File: src/rtl/mem_arbiter_if.sv
// Requester-side bus of the memory arbiter.
// Index 0 is the load/store port, index 1 the fetch port.
interface mem_arbiter_if #(
    parameter int ADDR_W = 32,
    parameter int DATA_W = 32
);
    logic [1:0]                   req_i;
    logic [1:0]                   we_i;
    logic [1:0][ADDR_W-1:0]       addr_i;
    logic [1:0][DATA_W-1:0]       wdata_i;
    logic [1:0][DATA_W/8-1:0]     be_i;
    logic [1:0]                   gnt_o;
    logic [1:0]                   rvalid_o;
    logic [1:0][DATA_W-1:0]       rdata_o;
    logic [1:0]                   err_o;

    modport slave (
        input  req_i, we_i, addr_i, wdata_i, be_i,
        output gnt_o, rvalid_o, rdata_o, err_o
    );

    modport master (
        output req_i, we_i, addr_i, wdata_i, be_i,
        input  gnt_o, rvalid_o, rdata_o, err_o
    );
endinterface

File: src/rtl/mem_arbiter.sv
// Round-robin arbiter sharing one fixed-latency BRAM between
// load/store (port 0) and fetch (port 1), with a tag pipeline for returns.
module mem_arbiter #(
    parameter int ADDR_W  = 32,
    parameter int DATA_W  = 32,
    parameter int MEM_LAT = 2
) (
    input  logic                clk,
    input  logic                rst,
    mem_arbiter_if.slave        bus,
    output logic                mem_en_o,
    output logic                mem_we_o,
    output logic [ADDR_W-1:0]   mem_addr_o,
    output logic [DATA_W-1:0]   mem_wdata_o,
    output logic [DATA_W/8-1:0] mem_be_o,
    input  logic [DATA_W-1:0]   mem_rdata_i
);
    logic               r_last_gnt;
    logic [MEM_LAT-1:0] r_tag_v;
    logic [MEM_LAT-1:0] r_tag_p;
    logic [MEM_LAT-1:0] r_tag_e;

    logic [1:0]         w_gnt;
    logic               w_accept;
    logic               w_sel;
    logic [ADDR_W-1:0]  w_addr;
    logic               w_we;
    logic               w_aligned;
    logic               w_push;
    logic               w_out_v;
    logic               w_out_p;
    logic               w_out_e;

    // Round-robin grant: a lone requester wins, a tie goes to the other port
    always_comb begin
        w_gnt = 2'b00;
        if (!rst) begin
            unique case (bus.req_i)
                2'b01:   w_gnt = 2'b01;
                2'b10:   w_gnt = 2'b10;
                2'b11:   w_gnt = r_last_gnt ? 2'b01 : 2'b10;
                default: w_gnt = 2'b00;
            endcase
        end
    end

    assign w_accept  = |w_gnt;
    assign w_sel     = w_gnt[1];
    assign w_addr    = bus.addr_i[w_sel];
    assign w_we      = bus.we_i[w_sel];
    assign w_aligned = (w_addr[1:0] == 2'b00);
    // Reads and every misaligned request expect a response
    assign w_push    = w_accept && (!w_we || !w_aligned);
    assign bus.gnt_o = w_gnt;

    // Drive the BRAM from the winner; misaligned requests never strobe it
    always_comb begin
        mem_en_o    = w_accept && w_aligned;
        mem_we_o    = w_accept && w_aligned && w_we;
        mem_addr_o  = '0;
        mem_wdata_o = '0;
        mem_be_o    = '0;
        if (w_accept) begin
            mem_addr_o  = w_addr;
            mem_wdata_o = bus.wdata_i[w_sel];
            mem_be_o    = bus.be_i[w_sel];
        end
    end

    // Remember which port won the last accepted request
    always_ff @(posedge clk) begin
        if (rst) begin
            r_last_gnt <= 1'b1;
        end else if (w_accept) begin
            r_last_gnt <= w_sel;
        end
    end

    // Tag pipeline aligned with the BRAM read latency; shifts every cycle
    always_ff @(posedge clk) begin
        if (rst) begin
            r_tag_v <= '0;
            r_tag_p <= '0;
            r_tag_e <= '0;
        end else begin
            for (int i = MEM_LAT - 1; i > 0; i--) begin
                r_tag_v[i] <= r_tag_v[i-1];
                r_tag_p[i] <= r_tag_p[i-1];
                r_tag_e[i] <= r_tag_e[i-1];
            end
            r_tag_v[0] <= w_push;
            r_tag_p[0] <= w_sel;
            r_tag_e[0] <= !w_aligned;
        end
    end

    assign w_out_v = r_tag_v[MEM_LAT-1];
    assign w_out_p = r_tag_p[MEM_LAT-1];
    assign w_out_e = r_tag_e[MEM_LAT-1];

    // Route the returning data to the port that issued it
    always_comb begin
        bus.rvalid_o = '0;
        bus.err_o    = '0;
        bus.rdata_o  = '0;
        if (w_out_v) begin
            bus.rvalid_o[w_out_p] = 1'b1;
            bus.err_o[w_out_p]    = w_out_e;
            bus.rdata_o[w_out_p]  = w_out_e ? '0 : mem_rdata_i;
        end
    end
endmodule
File: src/flat_wrapper.sv
// flat-port wrapper written by rule: the top's interface ports become plain ports
module mem_arbiter_flat 
#(
    parameter int ADDR_W  = 32,
    parameter int DATA_W  = 32,
    parameter int MEM_LAT = 2
)
  (clk, rst, mem_en_o, mem_we_o, mem_addr_o, mem_wdata_o, mem_be_o, mem_rdata_i, bus_req_i, bus_we_i, bus_addr_i, bus_wdata_i, bus_be_i, bus_gnt_o, bus_rvalid_o, bus_rdata_o, bus_err_o);
  mem_arbiter_if #(.ADDR_W(ADDR_W), .DATA_W(DATA_W)) bus_i ();
  input  logic clk;
  input  logic rst;
  output logic mem_en_o;
  output logic mem_we_o;
  output logic [ADDR_W-1:0] mem_addr_o;
  output logic [DATA_W-1:0] mem_wdata_o;
  output logic [DATA_W/8-1:0] mem_be_o;
  input  logic [DATA_W-1:0] mem_rdata_i;
  input wire logic [$bits(bus_i.req_i)-1:0] bus_req_i;
  input wire logic [$bits(bus_i.we_i)-1:0] bus_we_i;
  input wire logic [$bits(bus_i.addr_i)-1:0] bus_addr_i;
  input wire logic [$bits(bus_i.wdata_i)-1:0] bus_wdata_i;
  input wire logic [$bits(bus_i.be_i)-1:0] bus_be_i;
  output wire logic [$bits(bus_i.gnt_o)-1:0] bus_gnt_o;
  output wire logic [$bits(bus_i.rvalid_o)-1:0] bus_rvalid_o;
  output wire logic [$bits(bus_i.rdata_o)-1:0] bus_rdata_o;
  output wire logic [$bits(bus_i.err_o)-1:0] bus_err_o;
  assign bus_i.req_i = bus_req_i;
  assign bus_i.we_i = bus_we_i;
  assign bus_i.addr_i = bus_addr_i;
  assign bus_i.wdata_i = bus_wdata_i;
  assign bus_i.be_i = bus_be_i;
  assign bus_gnt_o = bus_i.gnt_o;
  assign bus_rvalid_o = bus_i.rvalid_o;
  assign bus_rdata_o = bus_i.rdata_o;
  assign bus_err_o = bus_i.err_o;
  mem_arbiter #(.ADDR_W(ADDR_W), .DATA_W(DATA_W), .MEM_LAT(MEM_LAT)) u_core (.clk(clk), .rst(rst), .bus(bus_i), .mem_en_o(mem_en_o), .mem_we_o(mem_we_o), .mem_addr_o(mem_addr_o), .mem_wdata_o(mem_wdata_o), .mem_be_o(mem_be_o), .mem_rdata_i(mem_rdata_i));
endmodule
File: config.mk
export PLATFORM = sky130hd
export DESIGN_NAME = mem_arbiter_flat
export DESIGN_NICKNAME = d
export VERILOG_FILES = /design/src/rtl/mem_arbiter_if.sv /design/src/rtl/mem_arbiter.sv /design/src/flat_wrapper.sv
export SDC_FILE = /design/constraint.sdc
export NUM_CORES = 1
export LEC_CHECK = 0
export ABC_CLOCK_PERIOD_IN_PS = 1950
export BUFFER_PORTS_ARGS = -buffer_cell sky130_fd_sc_hd__buf_4
export CAP_MARGIN = 30
export CORE_AREA = 2 2 123 125
export CTS_CLUSTER_SIZE = 40
export DETAILED_ROUTE_END_ITERATION = 10
export DIE_AREA = 0 0 125 127
export GPL_TIMING_DRIVEN = 0
export PLACE_DENSITY = 0.46
export SLEW_MARGIN = 30
export SYNTH_ARGS = -nofsm -noshare
export SYNTH_HDL_FRONTEND = slang
export SYNTH_SLANG_ARGS = --single-unit
File: constraint.sdc
create_clock -name clk -period 1.95 [get_ports clk]
set_input_delay 0.39 -clock clk [delete_from_list [all_inputs] [get_ports clk]]
set_output_delay 0.39 -clock clk [all_outputs]
set_load 0.05 [all_outputs]
### Yosys cells after proc, flatten, opt, wreduce, memory -nomap -nowiden

Index checks and enable logic that the tools add are counted.

* order comparisons: 3
* equality and inequality tests: 3
* multiplexer cells: 22
* bitwise gates (word level): 2
* reductions and logical operators: 9

Operators by type and width (count)
* two-way mux 32 bit: 8
* bitwise AND 64 bit: 1
* two-way mux 64 bit: 1
* demux 32 bit (select 1 bit): 1
* two-way mux 4 bit: 3
* two-way mux 2 bit: 4
* one-hot mux 2 bit (3 select lines): 1
* equality test 2 bit, second input constant: 2
* logical AND 1 bit: 4
* less-than comparator 1 x 2 -> 1 bit, second input constant: 2
* two-way mux 1 bit: 3
* bitwise AND 2 bit: 1
* equality test 2 x 1 -> 1 bit, second input constant: 1
* logical NOT 1 bit: 2
* logical NOT 2 bit: 1
* OR reduction 2 bit: 1
* demux 1 bit (select 1 bit): 1
* >= comparator 1 bit, second input constant: 1
* logical OR 1 bit: 1

* flip-flop bits (word level): 7
* bits of input ports: 174
* word-level logic and storage cells: 43

### Longest topological paths before layout

* depth in word-level cells: 9
* depth in mapped cells: 5

### Worst setup path after synthesis

OpenSTA, ideal clock, no wires.

* kind: input-to-output
* from: in bus_req_i[0]
* to: out mem_addr_o[10]
* data arrival time: 1683 ps
* required time: 1560 ps
* setup slack: -123 ps
* stages on the path: 4
* path buffers: 1
* cell sequence: nand2_1 clkbuf_1 nand3_1 a21oi_1

* word-level cells in the longest chain between the ends: 6
* elaborated cells on any way between the ends: 9
* classes of those cells: eq/ne (3); mux (5); reduce/logical (1)

RTL lines
* from (decl): RTL line flat_wrapper.sv:18 `input wire logic [$bits(bus_i.req_i)-1:0] bus_req_i;`
* equality test 2 bit / equality test 2 x 1 -> 1 bit (equally long branches): RTL line mem_arbiter.sv:38 `unique case (bus.req_i)`
* one-hot mux 2 bit (3 select lines) *: RTL line mem_arbiter.sv:38
* two-way mux 2 bit *: RTL line mem_arbiter.sv:37 `if (!rst) begin`
* two-way mux 32 bit (implied by the code) (2 in a row): RTL line mem_arbiter.sv:49 `assign w_addr = bus.addr_i[w_sel];`
* two-way mux 32 bit *: RTL line mem_arbiter.sv:63 `if (w_accept) begin`
* to (decl): RTL line flat_wrapper.sv:14 `output logic [ADDR_W-1:0] mem_addr_o;`

Mark *: on every way between the ends. The rest lies on a longest branch, timed or not. The select of a mux whose other input is x is not followed.

### Worst setup path after layout

* from: in bus_req_i[0]
* to: out mem_addr_o[29]

Same word-level chain as after synthesis.

==> reports/results.txt <==
Area Overhead vs Synth = 158%
most common cell after layout, fill and taps aside = buf_4
Row Count = 44
fraction of layout cells with a size suffix above 1 = 61.7%
Final HPWL DP = 11,500 um
Starting DRT DRC Count = 135
Slew @ Worst Pin = 0.427 ns
Routed Antenna Nets = 0
sequential cell area = 141 um2
crit-path max cell delay = 0.37 ns
Max rail drop VDD = 0.281 mV
Synth Register Bits = 7
Tot GR Track Use = 16.1%
Worst Slack Setup Final = 0.0614 ns
routability cong. = 0.863
Clock Power Share = 17.3%
Setup WS pre-CTS = -0.391 ns
Final Util = 35.7%
CP Cell Sequence = buf_4 -> o21ai_4 -> clkbuf_2 -> a21oi_2 -> buf_4
vias in the first global route = 4,016
reg-to-reg startpoint = u_core.r_last_gnt$_SDFFE_PP1P_
sequential fraction of the synthesis area = 7.02%
Final Hold Fails = 0
Worst EP required = 1.56 ns
Worst setup SP type = input pin
worst setup path category = input pin to output pin
first-pass GRT wire length = 21,000 um
Via density = 4.45
Levels on crit path = 5
Sequential Power Share = 8.0%
setup TNS = 0 ns
Int Power = 1.02 mW
combinational share of power = 74.8%
Tcrit/Tclk final = 96.9%
CTS Sinks = 7
Worst Skew = 0.00110 ns
LEAKAGE = 2.46 nW
clock slew at reported path FFs = 0.03 ns
drt first pass iters = 6
Starting Density = 13.8%
worst reg2reg path depth = 4
multi-input logic area = 1810 um2
timing endpoint of the critical path = mem_addr_o[29]
CP startpoint = bus_req_i[0]
area post-placement = 4840 um2
CTS max path bufs = 2
pwr dens = 383 nW/um2
status = finished clean
Placed Cells = 884
Avg Cell Area, Syn = 5.16 um2
Clock Latency Late Sink = 0.23 ns
IO Count = 314
fmax = 0.529 GHz
CTS root buf = clkbuf_16
Crit path max-delay family = buffers and inverters
endpoints failing setup = 0
post-CTS setup buffers = 0
MaxCap Viol Count = 0
Die Y = 127 um
initial antenna violation count = 0
CTS Buf Count = 3
synth warn = 0
WL/cell = 15.7 um
fin cells = 889
cell taking the most area after synthesis = a21oi_1
final wirelength = 14,000 um
via count = 3,954
Crit-path slowest cell = clkbuf_2
RSZ-0062 raised after global routing = yes
die width = 125 um
syn_nets = 561
worst rel slew slack = 71.5%
Critical Path Fanout Max = 10
Most Frequent Cell on Critical Path = buf_4
sw frac = 48.5%
synthesized area = 2000 um2
Synth top area share = 17.8%
GRT overflow = 0
Cell variety after synth = 22
core area = 14,400 um2
Psw = 959 uW
tightest hold margin = 0.377 ns
H-tree levels = 1
Critical Path AT = 1.50 ns
Port Buffers = 313
largest net degree at the start of global routing = 11
commonest cells after routing, fill and taps aside = buf_4, nor2_1, a21oi_2, nand3_1, o21ai_1
Hold WC Path Type = input pin to register
Final min period = 1.89 ns
CTS tree = built
synth top area cells = a21oi_1, nand3_1, o21ai_1
fin. max-slew vios = 0
fill cell count = 1,576
die area = 15,900 um2
NumNets Final = 880
Crit path buffers/inverters = 3
Post-Syn Instances = 387
R2R Path End = u_core.r_tag_v[0]$_SDFF_PP0_
Finished Cell Area = 5160 um2
Post-CTS Hold Buffers = 0
Remaining DRCs = 0
crit end category = output pin
# diodes = 0
Pwr Total = 1.98 mW
Reg2Reg Setup Slack = 0.81 ns
## synth_stat cells, drive strengths merged
master   n
clkinv   1
nor2b    3
nand2b   2
a21oi   71
nand3   69
and2b    1
nand4    1
o211ai   1
buf     26
and2     2
and3     1
and3b    1
nand2   34
inv      4
dfxtp    7
nor2    70
clkbuf  22
o21ai   71
## cells by family (layout without fill, tap and decap cells)
family	count (synthesis)	in the layout	synth area share, %
flops	7	7	7.02
buf+inv	53	371	16.3
simple gates	184	184	40.5
compound gates	143	143	36.2
## worst min-delay path by stage
stage	cells after the start	startpoint	end
after floorplan	1	u_core.r_tag_e[0]$_SDFF_PP0_	u_core.r_tag_e[1]$_SDFF_PP0_
after global placement	1	u_core.r_tag_e[0]$_SDFF_PP0_	u_core.r_tag_e[1]$_SDFF_PP0_
after detailed placement	1	u_core.r_tag_e[0]$_SDFF_PP0_	u_core.r_tag_e[1]$_SDFF_PP0_
after CTS	2	rst	u_core.r_tag_p[1]$_SDFF_PP0_
after global routing	2	rst	u_core.r_tag_p[1]$_SDFF_PP0_
final	2	rst	u_core.r_tag_p[1]$_SDFF_PP0_
## area by class of cell
type                       count  share of cell area, %
multi-input combinational    327                   35.1
tap                          184                   4.46
clock buffer                   4                   1.53
inverter                       5                  0.364
timing repair buffer         314                   47.9
sequential                     7                   2.74
buffer                        48                   7.89
## flip-flops by register name, indices dropped and copies added (netlist names)
signal             cells
u_core.r_tag_p         2
u_core.r_tag_e         2
u_core.r_last_gnt      1
u_core.r_tag_v         2
## routing by layer
layer	GRT usage, %	part of all wire [%]	vias up
met1	17.6	37	1753
li1	-	-	1968
met2	31.1	54	211
met3	3.48	7.6	22
met4	4.38	2.3	0
met5	0	0	-
## power by group through the flow
stage / Sequential [mW] / Clock [mW] / Combinational [mW]
global route: 0.158 / 0.365 / 1.57
finish: 0.157 / 0.341 / 1.48
floorplan: 0.157 / 0 / 0.843
detailed placement: 0.158 / 0 / 1.41
global placement: 0.158 / 0 / 1.40
CTS: 0.156 / 0.347 / 1.44
## repair_timing
action	in CTS	in global routing
pin swaps	0	5
endpoints found under the hold margin	0	0
resized for setup	38	54
endpoints found under the setup margin	74	106
gates cloned	0	1
No activity file was read; power rests on OpenSTA's default activity.
